**src/rtl/sobel_pkg.sv**
```systemverilog
// Shared widths, latency and helpers for the Sobel edge-magnitude datapath.
package sobel_pkg;

  localparam int PIX_W     = 8;
  localparam int PSUM_W    = 10;
  localparam int GRAD_W    = 11;
  localparam int SUM_W     = 11;
  localparam int SOBEL_LAT = 3;

  // Clamp the |Gx|+|Gy| sum into an 8-bit pixel; never wraps.
  function automatic logic [PIX_W-1:0] sat8(input logic [SUM_W-1:0] s);
    logic [PIX_W-1:0] r;
    if (s > SUM_W'(255)) begin
      r = '1;
    end else begin
      r = s[PIX_W-1:0];
    end
    return r;
  endfunction

endpackage

```
**src/rtl/sobel_121_sum.sv**
```systemverilog
// Combinational 1-2-1 weighted sum of three pixels: a + 2*b + c.
module sobel_121_sum
  import sobel_pkg::*;
(
  input  logic [PIX_W-1:0]  a,
  input  logic [PIX_W-1:0]  b,
  input  logic [PIX_W-1:0]  c,
  output logic [PSUM_W-1:0] sum
);

  logic [PSUM_W-1:0] a_ext;
  logic [PSUM_W-1:0] b_dbl;
  logic [PSUM_W-1:0] c_ext;

  assign a_ext = PSUM_W'(a);
  assign b_dbl = PSUM_W'({b, 1'b0});
  assign c_ext = PSUM_W'(c);

  // Max 255 + 510 + 255 = 1020, which fits the 10-bit result exactly.
  assign sum = a_ext + b_dbl + c_ext;

endmodule

```
**src/rtl/sobel_calc.sv**
```systemverilog
// Three-stage pipelined 3x3 Sobel engine: one window in, one saturated
// |Gx|+|Gy| magnitude out per clock.
module sobel_calc
  import sobel_pkg::*;
(
  input  logic             clk,
  input  logic             rst,
  input  logic [PIX_W-1:0] d0_i,
  input  logic [PIX_W-1:0] d1_i,
  input  logic [PIX_W-1:0] d2_i,
  input  logic [PIX_W-1:0] d3_i,
  input  logic [PIX_W-1:0] d4_i,
  input  logic [PIX_W-1:0] d5_i,
  input  logic [PIX_W-1:0] d6_i,
  input  logic [PIX_W-1:0] d7_i,
  input  logic [PIX_W-1:0] d8_i,
  input  logic             done_i,
  output logic [PIX_W-1:0] grayscale_o,
  output logic             done_o
);

  // Qualifier semantics: done_i marks the d*_i set of this cycle as a real
  // window; it rides a shift chain alongside the data and emerges as done_o
  // exactly SOBEL_LAT cycles later. No ready/stall exists: the sink must take
  // every result. Data registers run every cycle regardless of done_i.

  logic [PSUM_W-1:0] gxp_sum, gxn_sum, gyp_sum, gyn_sum;

  sobel_121_sum u_gxp (.a(d0_i), .b(d3_i), .c(d6_i), .sum(gxp_sum));
  sobel_121_sum u_gxn (.a(d2_i), .b(d5_i), .c(d8_i), .sum(gxn_sum));
  sobel_121_sum u_gyp (.a(d0_i), .b(d1_i), .c(d2_i), .sum(gyp_sum));
  sobel_121_sum u_gyn (.a(d6_i), .b(d7_i), .c(d8_i), .sum(gyn_sum));

  // Stage 1: partial sums
  logic [PSUM_W-1:0] gxp_q, gxn_q, gyp_q, gyn_q;
  logic              v1;

  always_ff @(posedge clk or posedge rst) begin
    if (rst) begin
      gxp_q <= '0;
      gxn_q <= '0;
      gyp_q <= '0;
      gyn_q <= '0;
      v1    <= 1'b0;
    end else begin
      gxp_q <= gxp_sum;
      gxn_q <= gxn_sum;
      gyp_q <= gyp_sum;
      gyn_q <= gyn_sum;
      v1    <= done_i;
    end
  end

  // Stage 2 combinational: signed gradients and their magnitudes
  logic signed [GRAD_W-1:0] gx, gy;
  logic        [GRAD_W-1:0] gx_mag, gy_mag;

  always_comb begin
    gx     = $signed({1'b0, gxp_q}) - $signed({1'b0, gxn_q});
    gy     = $signed({1'b0, gyp_q}) - $signed({1'b0, gyn_q});
    gx_mag = gx[GRAD_W-1] ? -gx : gx;
    gy_mag = gy[GRAD_W-1] ? -gy : gy;
  end

  logic [PSUM_W-1:0] abs_x_q, abs_y_q;
  logic              v2;

  always_ff @(posedge clk or posedge rst) begin
    if (rst) begin
      abs_x_q <= '0;
      abs_y_q <= '0;
      v2      <= 1'b0;
    end else begin
      abs_x_q <= gx_mag[PSUM_W-1:0];
      abs_y_q <= gy_mag[PSUM_W-1:0];
      v2      <= v1;
    end
  end

  // Stage 3: sum and saturate
  logic [SUM_W-1:0] mag_sum;

  assign mag_sum = SUM_W'(abs_x_q) + SUM_W'(abs_y_q);

  always_ff @(posedge clk or posedge rst) begin
    if (rst) begin
      grayscale_o <= '0;
      done_o      <= 1'b0;
    end else begin
      grayscale_o <= sat8(mag_sum);
      done_o      <= v2;
    end
  end

  // d4 has zero kernel weight; magnitude MSBs are always 0 (|G| <= 1020).
  logic unused_bits;
  assign unused_bits = ^{d4_i, gx_mag[GRAD_W-1], gy_mag[GRAD_W-1]};

endmodule

```
**config.mk**
```make
export PLATFORM = sky130hd
export DESIGN_NAME = sobel_calc
export DESIGN_NICKNAME = d
export VERILOG_FILES = /design/src/rtl/sobel_pkg.sv /design/src/rtl/sobel_121_sum.sv /design/src/rtl/sobel_calc.sv
export SDC_FILE = /design/constraint.sdc
export NUM_CORES = 1
export LEC_CHECK = 0
export ABC_CLOCK_PERIOD_IN_PS = 2100
export BUFFER_PORTS_ARGS = -buffer_cell sky130_fd_sc_hd__buf_2
export CAP_MARGIN = 40
export CORE_MARGIN = 2
export CORE_UTILIZATION = 45
export CTS_CLUSTER_SIZE = 28
export DETAILED_ROUTE_END_ITERATION = 7
export PLACE_DENSITY = 0.68
export SLEW_MARGIN = 15
export SYNTH_ARGS = -nofsm -noshare
export SYNTH_HDL_FRONTEND = slang
export SYNTH_SLANG_ARGS = --single-unit
```
**constraint.sdc**
```tcl
create_clock -name clk -period 2.1 [get_ports clk]
set_input_delay 0.42 -clock clk [delete_from_list [all_inputs] [get_ports clk]]
set_output_delay 0.42 -clock clk [all_outputs]
set_load 0.03 [all_outputs]
```
==> impl_metrics.env, run 1 <==
export IMPL_ios=84
export IMPL_dp_hpwl_mm=9.61
export IMPL_synthMuxAreaShare=0.00427
export IMPL_row_count=39
export IMPL_drc=0
export IMPL_ys_seq_area_frac=0.337
export IMPL_track_usage=0.197
export IMPL_grt_max_degree=29
export IMPL_synth_nets=668
export IMPL_antenna_found_initial=0
export IMPL_timing_final_hold_violations=0
export IMPL_grt_overflow=0
export IMPL_fin_crit_sh=1.13
export IMPL_p_seq_frac=0.189
export IMPL_syn_to_final_growth_pct=34.2
export IMPL_vias_per_cell=4.99
export IMPL_slowest_stage="dfrtp_1"
export IMPL_setup_slack_ns=-0.281
export IMPL_numPortBuffers=75
export IMPL_fin_skew_ns=0.00739
export IMPL_period_needed_ns=2.38
export IMPL_setup_violations_final=22
export IMPL_ant_nets=0
export IMPL_endpoint_kind="flip-flop"
export IMPL_outcome="complete, but fails checks"
export IMPL_synth_edff_count=0
export IMPL_crit_arrival_ns=2.59
export IMPL_swShare=0.415
export IMPL_drive_above_1_share=0.364
export IMPL_pwr_share_clk=0.131
export IMPL_synth_async_reset_ratio=1.00
export IMPL_power_density_mw_per_mm2=1580
export IMPL_maxCapViolations=0
export IMPL_yosysWarningCount=0
export IMPL_crit_family="compound AO/OA/AOI/OAI gates"
export IMPL_path_max_fanout=5
export IMPL_yosys_area_share_simple=0.0940
export IMPL_leakage_nw=3.32
export IMPL_via_count=3974
export IMPL_clock_path_buffers=2
export IMPL_clk_latency_ns=0.33
export IMPL_die_x_um=112
export IMPL_violations="setup timing"
export IMPL_final_nets=826
export IMPL_drtIter0Drc=160
export IMPL_slew_viol_final=0
export IMPL_max_vdd_ir_drop_v=0.000868
export IMPL_max_stage_delay_ns=0.36
export IMPL_start_util=0.462
export IMPL_synth_top_family_by_area="adder cells"
export IMPL_ys_ff_latch=71
export IMPL_clkTransAtPathRegs_ns=0.06
export IMPL_grt_pass1_vias=4267
export IMPL_critical_path_required_ns=2.31
export IMPL_cts_root_buf="clkbuf_16"
export IMPL_htree_levels=3
export IMPL_p_comb_frac=0.681
export IMPL_intPower_mw=6.55
export IMPL_synth_adder_area_share=0.294
export IMPL_core_mm2=0.0114
export IMPL_syn_area_mm2=0.00527
export IMPL_max_slew_margin=0.549
export IMPL_cts_tree="yes"
export IMPL_stdcell_count=796
export IMPL_grt_pass1_wl_mm=19.5
export IMPL_cts_sink_count=71
export IMPL_pre_cts_ws_ns=-0.453
export IMPL_final_cell_mix="71 x dfrtp_1, 68 x buf_4, 64 x buf_2"
export IMPL_crit_path_cell_trace="inv_1, ha_2, inv_2, fa_2, a211oi_4, o31ai_4, o211ai_1, buf_4, a21oi_4, a41o_1, xnor2_1"
export IMPL_numCtsBuffers=9
export IMPL_antenna_cells=0
export IMPL_worst_pin_slew_ns=0.675
export IMPL_synth_xor_area_frac=0.0864
export IMPL_wl_mm=12.1
export IMPL_fmax_ghz=0.420
export IMPL_worst_path_buf_inv=3
export IMPL_postSynthCellCount=490
export IMPL_synth_compound_area_frac=0.147
export IMPL_syn_avg_cell_area_um2=10.8
export IMPL_p_switching_mw=4.65
export IMPL_start_kind="flip-flop"
export IMPL_gp_congestion=0.965
export IMPL_hp_class="in2async"
export IMPL_dieArea_mm2=0.0126
export IMPL_synth_ff_type="dfrtp_1"
export IMPL_crit_type="reg2reg"
export IMPL_avgRoutedWirePerCell_um=15.2
export IMPL_synth_distinct_cells=45
export IMPL_die_h_um=112
export IMPL_rsz0062_at_grt="true"
export IMPL_drt_pass1_iterations=4
export IMPL_placed_cells=765
export IMPL_final_common_cell="dfrtp_1"
[power by group through the flow]
| stage | registers [mW] | clock network (mW) | logic, mW |
|---|---|---|---|
| 2_1_floorplan | 2.09 | 0 | 4.87 |
| 3_3_place_gp | 2.13 | 0 | 6.66 |
| 3_5_place_dp | 2.14 | 0 | 6.90 |
| 4_1_cts | 2.12 | 1.51 | 7.35 |
| 5_1_grt | 2.15 | 1.56 | 8.42 |
| 6_report | 2.11 | 1.47 | 7.62 |
[worst reg2reg max path, stage by stage (launching register included)]
cell and delay [ns]:
dfrtp_1 0.36, inv_1 0.07, ha_2 0.19, inv_2 0.04
fa_2 0.36, a211oi_4 0.30, o31ai_4 0.13, o211ai_1 0.19
buf_4 0.18, a21oi_4 0.09, a41o_1 0.24, xnor2_1 0.13
[routing by layer]
metal,global-route usage,wire [um]
met5,0,0
met4,0.0878,346
met3,0.0281,478
met2,0.346,5920
met1,0.240,5340
[area by class of cell]
| type | instances | area (um^2) |
|---|---|---|
| inverters | 51 | 195 |
| repair buffers | 145 | 1000 |
| clock buffers | 10 | 229 |
| fillers | 924 | 4350 |
| flip-flops and latches | 71 | 1780 |
| well taps | 143 | 179 |
| multi-input cells | 370 | 3630 |
| clock inverters | 6 | 61.3 |
[sequential cells by signal (all words and copies together), names as in the netlist]
register / cells
abs_x_q: 10
abs_y_q: 10
done_o: 1
grayscale_o: 8
gxn_q: 10
gxp_q: 10
gyn_q: 10
gyp_q: 10
v1: 1
v2: 1
[Yosys cell counts (8+ instances only)]
| cell | count | area [um^2] |
|---|---|---|
| nand2_1 | 28 | 105 |
| xor2_1 | 15 | 131 |
| o21a_1 | 8 | 60.1 |
| a21oi_1 | 26 | 130 |
| a21o_1 | 15 | 113 |
| nand2b_1 | 9 | 56.3 |
| dfrtp_1 | 71 | 1780 |
| nor2b_1 | 11 | 68.8 |
| nor2_1 | 34 | 128 |
| fa_1 | 35 | 701 |
| xnor2_1 | 37 | 324 |
| nor3_1 | 10 | 50.1 |
| inv_1 | 51 | 191 |
| o21ai_0 | 16 | 80.1 |
| ha_1 | 68 | 851 |
[worst paths after layout]
kind / start / to / slack, ns / depth (start not counted)
max in group asynchronous: rst / gxp_q[0] / 1.33 / 3
worst max-delay path: gxp_q[0] / abs_x_q[9] / -0.28 / 11
worst min-delay path: rst / abs_x_q[0] / 0.19 / 2
worst min register to register: v2 / done_o / 0.35 / 0
min in group clk: done_i / v1 / 0.20 / 1
worst max register to register: gxp_q[0] / abs_x_q[9] / -0.28 / 11
[metrics by stage]
stage	hold WS, ns	setup TNS [ns]	total power [mW]	instance area (um^2)	util
2_1_floorplan	0.331	-1.30	6.96	5410	-
6_report	0.188	-3.41	11.2	7070	0.619
4_1_cts	0.191	-3.02	11.0	6930	0.607
5_1_grt	0.192	-5.93	12.1	7070	0.619
3_3_place_gp	0.343	-9.17	8.79	6410	0.561
3_5_place_dp	0.336	-10.65	9.04	6410	0.561
[timing repair]
| item | CTS | global route |
|---|---|---|
| gates resized for setup | 42 | 24 |
| setup endpoints to repair | 34 | 40 |
| cloned | 1 | 1 |
| pin swaps | 34 | 26 |
| hold buffers | 0 | 0 |
| setup buffers | 8 | 5 |
[logic make-up after synthesis]
kind of cell,after synthesis
buffers and inverters,51
AO/OA/AOI/OAI,106
multiplexers,2
flip-flops,71
adder cells (fa/ha/maj),103
AND/OR/NAND/NOR,105
XOR/XNOR,52
No activity file was read; power rests on OpenSTA's default activity.
==> inputs of run 2 (changes only) <==
- ABC_AREA: unset -> 1
==> run 2 against run 1 <==
The run now ends clean. Area after synthesis up 8.2%. Clock-buffer cell count up 2. Setup slack better by 0.30 ns. Register-to-register slack better by 0.36 ns. Clock power about the same. Total power down 7.2%. Combinational power down 11%. Clock skew about the same. Critical endpoint is now gyp_q[7].
==> impl_metrics.env, run 2 <==
export IMPL_outcome="complete, no violations"
export IMPL_dieArea_mm2=0.0136
export IMPL_synth_edff_count=0
export IMPL_startpoint="d1_i[0]"
export IMPL_hp_class="in2async"
export IMPL_syn_avg_cell_area_um2=8.76
export IMPL_synth_async_reset_ratio=1.00
export IMPL_timing_final_hold_violations=0
export IMPL_crit_path_cell_trace="buf_6, fa_1, ha_2, inv_2, fa_2, o21ai_2, nand2_1, nand2_1, a21oi_2, buf_4, xnor2_1"
export IMPL_ios=84
export IMPL_placed_cells=940
export IMPL_pre_cts_ws_ns=-0.321
export IMPL_avgRoutedWirePerCell_um=12.9
export IMPL_grt_pass1_vias=4597
export IMPL_cts_root_buf="clkbuf_16"
export IMPL_synth_nets=829
export IMPL_stdcell_count=964
export IMPL_synth_distinct_cells=27
export IMPL_slew_viol_final=0
export IMPL_syn_to_final_growth_pct=25.5
export IMPL_setup_slack_ns=0.0203
export IMPL_crit_arrival_ns=2.30
export IMPL_synth_top_cell_area_share=0.311
export IMPL_synth_ff_type="dfrtp_1"
export IMPL_syn_area_mm2=0.00570
export IMPL_numPortBuffers=75
export IMPL_vias_per_cell=4.80
export IMPL_drc=0
export IMPL_r2r_start="gxp_q[0]"
export IMPL_dp_hpwl_mm=10.5
export IMPL_final_nets=964
export IMPL_grt_pass1_wl_mm=20.3
export IMPL_fin_crit_sh=0.990
export IMPL_final_common_cell="nand2_1"
export IMPL_period_needed_ns=2.08
export IMPL_clock_path_buffers=2
export IMPL_max_slew_margin=0.685
export IMPL_numCtsBuffers=9
export IMPL_endpoint_kind="flip-flop"
export IMPL_synth_area_leaders="dfrtp_1 31%, ha_1 15%, fa_1 12%, nand2_1 8.6%, inv_1 7.9%"
export IMPL_gp_congestion=1.01
export IMPL_cts_sink_count=71
export IMPL_setup_violations_final=0
export IMPL_max_stage_delay_ns=0.54
export IMPL_power_density_mw_per_mm2=1450
export IMPL_wl_mm=12.4
export IMPL_whs_ns=0.0543
export IMPL_synth_most_common_cell="nand2_1"
export IMPL_critical_path_required_ns=2.32
export IMPL_fmax_ghz=0.481
export IMPL_synthTopCellsByCount="131 x nand2_1, 120 x inv_1, 71 x dfrtp_1"
export IMPL_cts_tree="yes"
export IMPL_antenna_found_initial=2
export IMPL_crit_type="in2reg"
export IMPL_leakage_nw=3.75
export IMPL_place_area_mm2=0.00669
export IMPL_yosys_area_top_type="dfrtp_1"
export IMPL_max_vdd_ir_drop_v=0.000543
export IMPL_rsz0062_at_grt="true"
export IMPL_clkTransAtPathRegs_ns=0.06
export IMPL_core_mm2=0.0125
export IMPL_die_x_um=117
export IMPL_maxCapViolations=0
export IMPL_drtIter0Drc=163
export IMPL_multi_input_area_mm2=0.00363
export IMPL_clk_latency_ns=0.33
export IMPL_grt_overflow=0
export IMPL_htree_levels=3
export IMPL_start_util=0.456
export IMPL_worst_pin_slew_ns=0.471
export IMPL_fin_skew_ns=0.00697
export IMPL_postSynthCellCount=651
export IMPL_regArea_mm2=0.00178
export IMPL_slowest_stage="fa_1"
export IMPL_tns_ns=0
export IMPL_start_kind="primary input"
export IMPL_yosysWarningCount=0
export IMPL_row_count=41
export IMPL_grt_max_degree=58
export IMPL_die_h_um=117
export IMPL_ys_ff_latch=71
export IMPL_crit_path_frequent_cell="nand2_1"
export IMPL_ys_seq_area_frac=0.311
export IMPL_postLayoutCellArea_mm2=0.00716
export IMPL_path_max_fanout=2
export IMPL_track_usage=0.193
export IMPL_fillCellCount=1127
export IMPL_via_count=4624
export IMPL_ant_nets=0
export IMPL_total_power_mw=10.4
export IMPL_drt_pass1_iterations=4
export IMPL_final_cell_mix="129 x nand2_1, 112 x inv_1, 73 x buf_2"
export IMPL_drive_above_1_share=0.272
export IMPL_final_util=0.572
run 2: critical path, delay by kind of cell:
kind            cells  cell delay (ns)
buf+inv             3             0.26
simple gates        2             0.15
fa+ha+maj           3             1.11
compound gates      2             0.23
xor+xnor            1             0.11
run 2: final cells by class:
type | instances | share of cell area
Multi-Input combinational cell | 456 | 0.508
Tap cell | 172 | 0.0301
Inverter | 124 | 0.0656
Clock inverter | 4 | 0.00629
Sequential cell | 71 | 0.248
Timing Repair Buffer | 124 | 0.107
Clock buffer | 12 | 0.0344
Antenna cell | 1 | 0.000350
run 2: timing repair:
action / in CTS / in global routing
setup buffers: 0 / 7
hold buffers: 0 / 0
resized for setup: 0 / 39
endpoints found under the setup margin: 0 / 12
run 2: path summary, 6_finish.rpt:
path / to / slack, ns / cells after the start
max: gyp_q[7] / 0.02 / 11
min: grayscale_o[2] / 0.05 / 2
max reg2reg: abs_x_q[9] / 0.08 / 11
min reg2reg: done_o / 0.35 / 0
max in group asynchronous: gxp_q[7] / 1.47 / 3
min in group clk: v1 / 0.20 / 1
run 2: cell families after synthesis:
kind of cell | count (synthesis) | share of synthesized area
AND/OR/NAND/NOR | 232 | 0.186
buffers and inverters | 124 | 0.0816
adder cells (fa/ha/maj) | 103 | 0.272
AO/OA/AOI/OAI | 74 | 0.0752
flip-flops | 71 | 0.311
XOR/XNOR | 47 | 0.0735
run 2: per-layer routing:
metal | routed length [um] | vias to the layer above | global-route usage
met3 | 650 | 28 | 0.0431
met2 | 6160 | 116 | 0.348
met4 | 472 | 2 | 0.0839
li1 | - | 2362 | -
met1 | 5120 | 2116 | 0.220
met5 | 13 | - | 0
run 2: power breakdown:
part           internal (mW)  switching, mW  total [mW]
Clock                  0.945          0.529        1.47
Combinational           2.65           4.16        6.81
Sequential              1.92          0.201        2.12
==> inputs of run 3 (changes only) <==
- CORE_MARGIN: 2 -> 3
==> run 3 against run 2 <==
Final cell count is 0.21% lower. Highest routed layer unchanged. Routed wire length grew 7.2%. Maximum frequency barely moved. Setup slack worse by 0.00055 ns. Critical endpoint is now abs_x_q[6]. Total power rose by 5.1%. Register-to-register slack got worse by 0.06 ns. Critical path depth increased by 2. Cell area grew 1.7%. Worst hold slack gained 0.12 ns. Non-clock buffer count up 3. Sequential share of layout area down 0.41 points. Die area increased by 3.5%.
==> impl_metrics.env, run 3 (synthesized netlist as in run 2, its figures left out) <==
export IMPL_crit_arrival_ns=2.33
export IMPL_clk_latency_ns=0.33
export IMPL_rsz0062_at_grt="true"
export IMPL_p_switching_mw=5.05
export IMPL_placed_cells=932
export IMPL_final_nets=967
export IMPL_start_util=0.467
export IMPL_core_mm2=0.0122
export IMPL_cts_sink_count=71
export IMPL_syn_to_final_growth_pct=27.5
export IMPL_final_util=0.596
export IMPL_avgRoutedWirePerCell_um=13.8
export IMPL_ios=84
export IMPL_critical_path_required_ns=2.35
export IMPL_row_count=40
export IMPL_ant_nets=0
export IMPL_numPortBuffers=75
export IMPL_final_cell_mix="127 x nand2_1, 110 x inv_1, 72 x buf_2"
export IMPL_max_vdd_ir_drop_v=0.000538
export IMPL_die_x_um=119
export IMPL_endpoint_kind="flip-flop"
export IMPL_fin_crit_sh=0.991
export IMPL_postLayoutCellArea_mm2=0.00728
export IMPL_swShare=0.462
export IMPL_antenna_found_initial=2
export IMPL_grt_max_degree=72
export IMPL_via_count=4738
export IMPL_drt_pass1_iterations=4
export IMPL_wl_mm=13.3
export IMPL_worst_pin_slew_ns=0.391
export IMPL_numCtsBuffers=9
export IMPL_period_needed_ns=2.08
export IMPL_htree_levels=3
export IMPL_p_seq_frac=0.193
export IMPL_pwr_share_clk=0.160
export IMPL_cts_root_buf="clkbuf_16"
export IMPL_dieArea_mm2=0.0141
export IMPL_power_density_mw_per_mm2=1500
export IMPL_p_comb_frac=0.647
export IMPL_clkTransAtPathRegs_ns=0.06
export IMPL_maxCapViolations=0
export IMPL_leakage_nw=3.80
export IMPL_fin_skew_ns=0.00513
export IMPL_vias_per_cell=4.93
export IMPL_place_area_mm2=0.00665
export IMPL_track_usage=0.195
export IMPL_postCtsHoldBufs=0
export IMPL_die_h_um=119
export IMPL_drtIter0Drc=134
export IMPL_timing_final_hold_violations=0
export IMPL_cts_tree="yes"
export IMPL_setup_violations_final=0
export IMPL_outcome="complete, no violations"
export IMPL_max_slew_margin=0.738
export IMPL_dp_hpwl_mm=11.0
export IMPL_drc=0
export IMPL_final_common_cell="nand2_1"
export IMPL_clock_path_buffers=2
export IMPL_path_max_fanout=3
export IMPL_grt_pass1_vias=4897
export IMPL_slew_viol_final=0
export IMPL_intPower_mw=5.88
export IMPL_crit_type="reg2reg"
export IMPL_start_kind="flip-flop"
export IMPL_grt_pass1_wl_mm=22.1
export IMPL_stdcell_count=962
export IMPL_gp_congestion=0.963
export IMPL_drive_above_1_share=0.283
export IMPL_ff2ff_path_depth=13
export IMPL_antenna_cells=0
export IMPL_hp_class="in2async"
export IMPL_grt_overflow=0
export IMPL_fmax_ghz=0.481
[run 3: area by class of cell]
class                      instances  area, um^2
clock buffer                      10         239
fill                            1057        4940
inverter                         124         472
multi-input combinational        456        3670
tap                              168         210
clock inverter                     6         108
timing repair buffer             127         805
sequential                        71        1780
[run 3: routing by layer]
metal  vias up  wire length (um)  share of wire  global-route usage
li1       2363                 -              -                   -
met1      2215              5360           0.40               0.226
met2       123              6870           0.52               0.348
met3        33               675          0.051              0.0474
met4         4               378          0.028              0.0746
met5         -                27         0.0020                   0
[run 3: metrics by stage]
stage | setup slack, ns | power (mW) | hold WS (ns) | setup TNS [ns]
6_report | 0.0197 | 10.9 | 0.177 | 0
5_1_grt | -0.106 | 12.0 | 0.181 | -0.635
4_1_cts | 0.00609 | 10.6 | 0.182 | 0
3_5_place_dp | -0.298 | 8.70 | 0.343 | -3.22
3_3_place_gp | -0.270 | 8.46 | 0.335 | -2.73
2_1_floorplan | -0.0207 | 7.15 | 0.331 | -0.0207
[run 3: critical path, cell delays in order, from the launching register on]
cell,delay (ns)
dfrtp_1,0.36
inv_1,0.06
ha_2,0.16
inv_2,0.04
fa_2,0.54
inv_4,0.05
ha_4,0.16
inv_2,0.04
nor2_2,0.03
nand2_2,0.12
nor2_4,0.04
buf_4,0.13
a21oi_2,0.13
xnor2_1,0.13
[run 3: power groups by stage]
stage,registers (mW),clock network (mW),logic [mW]
detailed placement,2.13,0,6.57
global placement,2.12,0,6.34
finish,2.10,1.75,7.07
floorplan,2.10,0,5.05
global route,2.16,1.84,8.04
CTS,2.11,1.79,6.68
[run 3: path summary, 6_finish.rpt]
| check | start | end | slack [ns] |
|---|---|---|---|
| max in group asynchronous | rst | gxp_q[8] | 1.63 |
| min reg2reg | v2 | done_o | 0.35 |
| max | gxp_q[0] | abs_x_q[6] | 0.02 |
| max reg2reg | gxp_q[0] | abs_x_q[6] | 0.02 |
| min | rst | grayscale_o[5] | 0.18 |
| min in group clk | done_i | v1 | 0.19 |
[run 3: repair_timing]
action,4_1_cts,5_1_grt
endpoints found under the hold margin,0,0
gates cloned,0,0
setup buffers,3,11
pin swaps,6,48
setup endpoints to repair,1,25
resized for setup,7,45
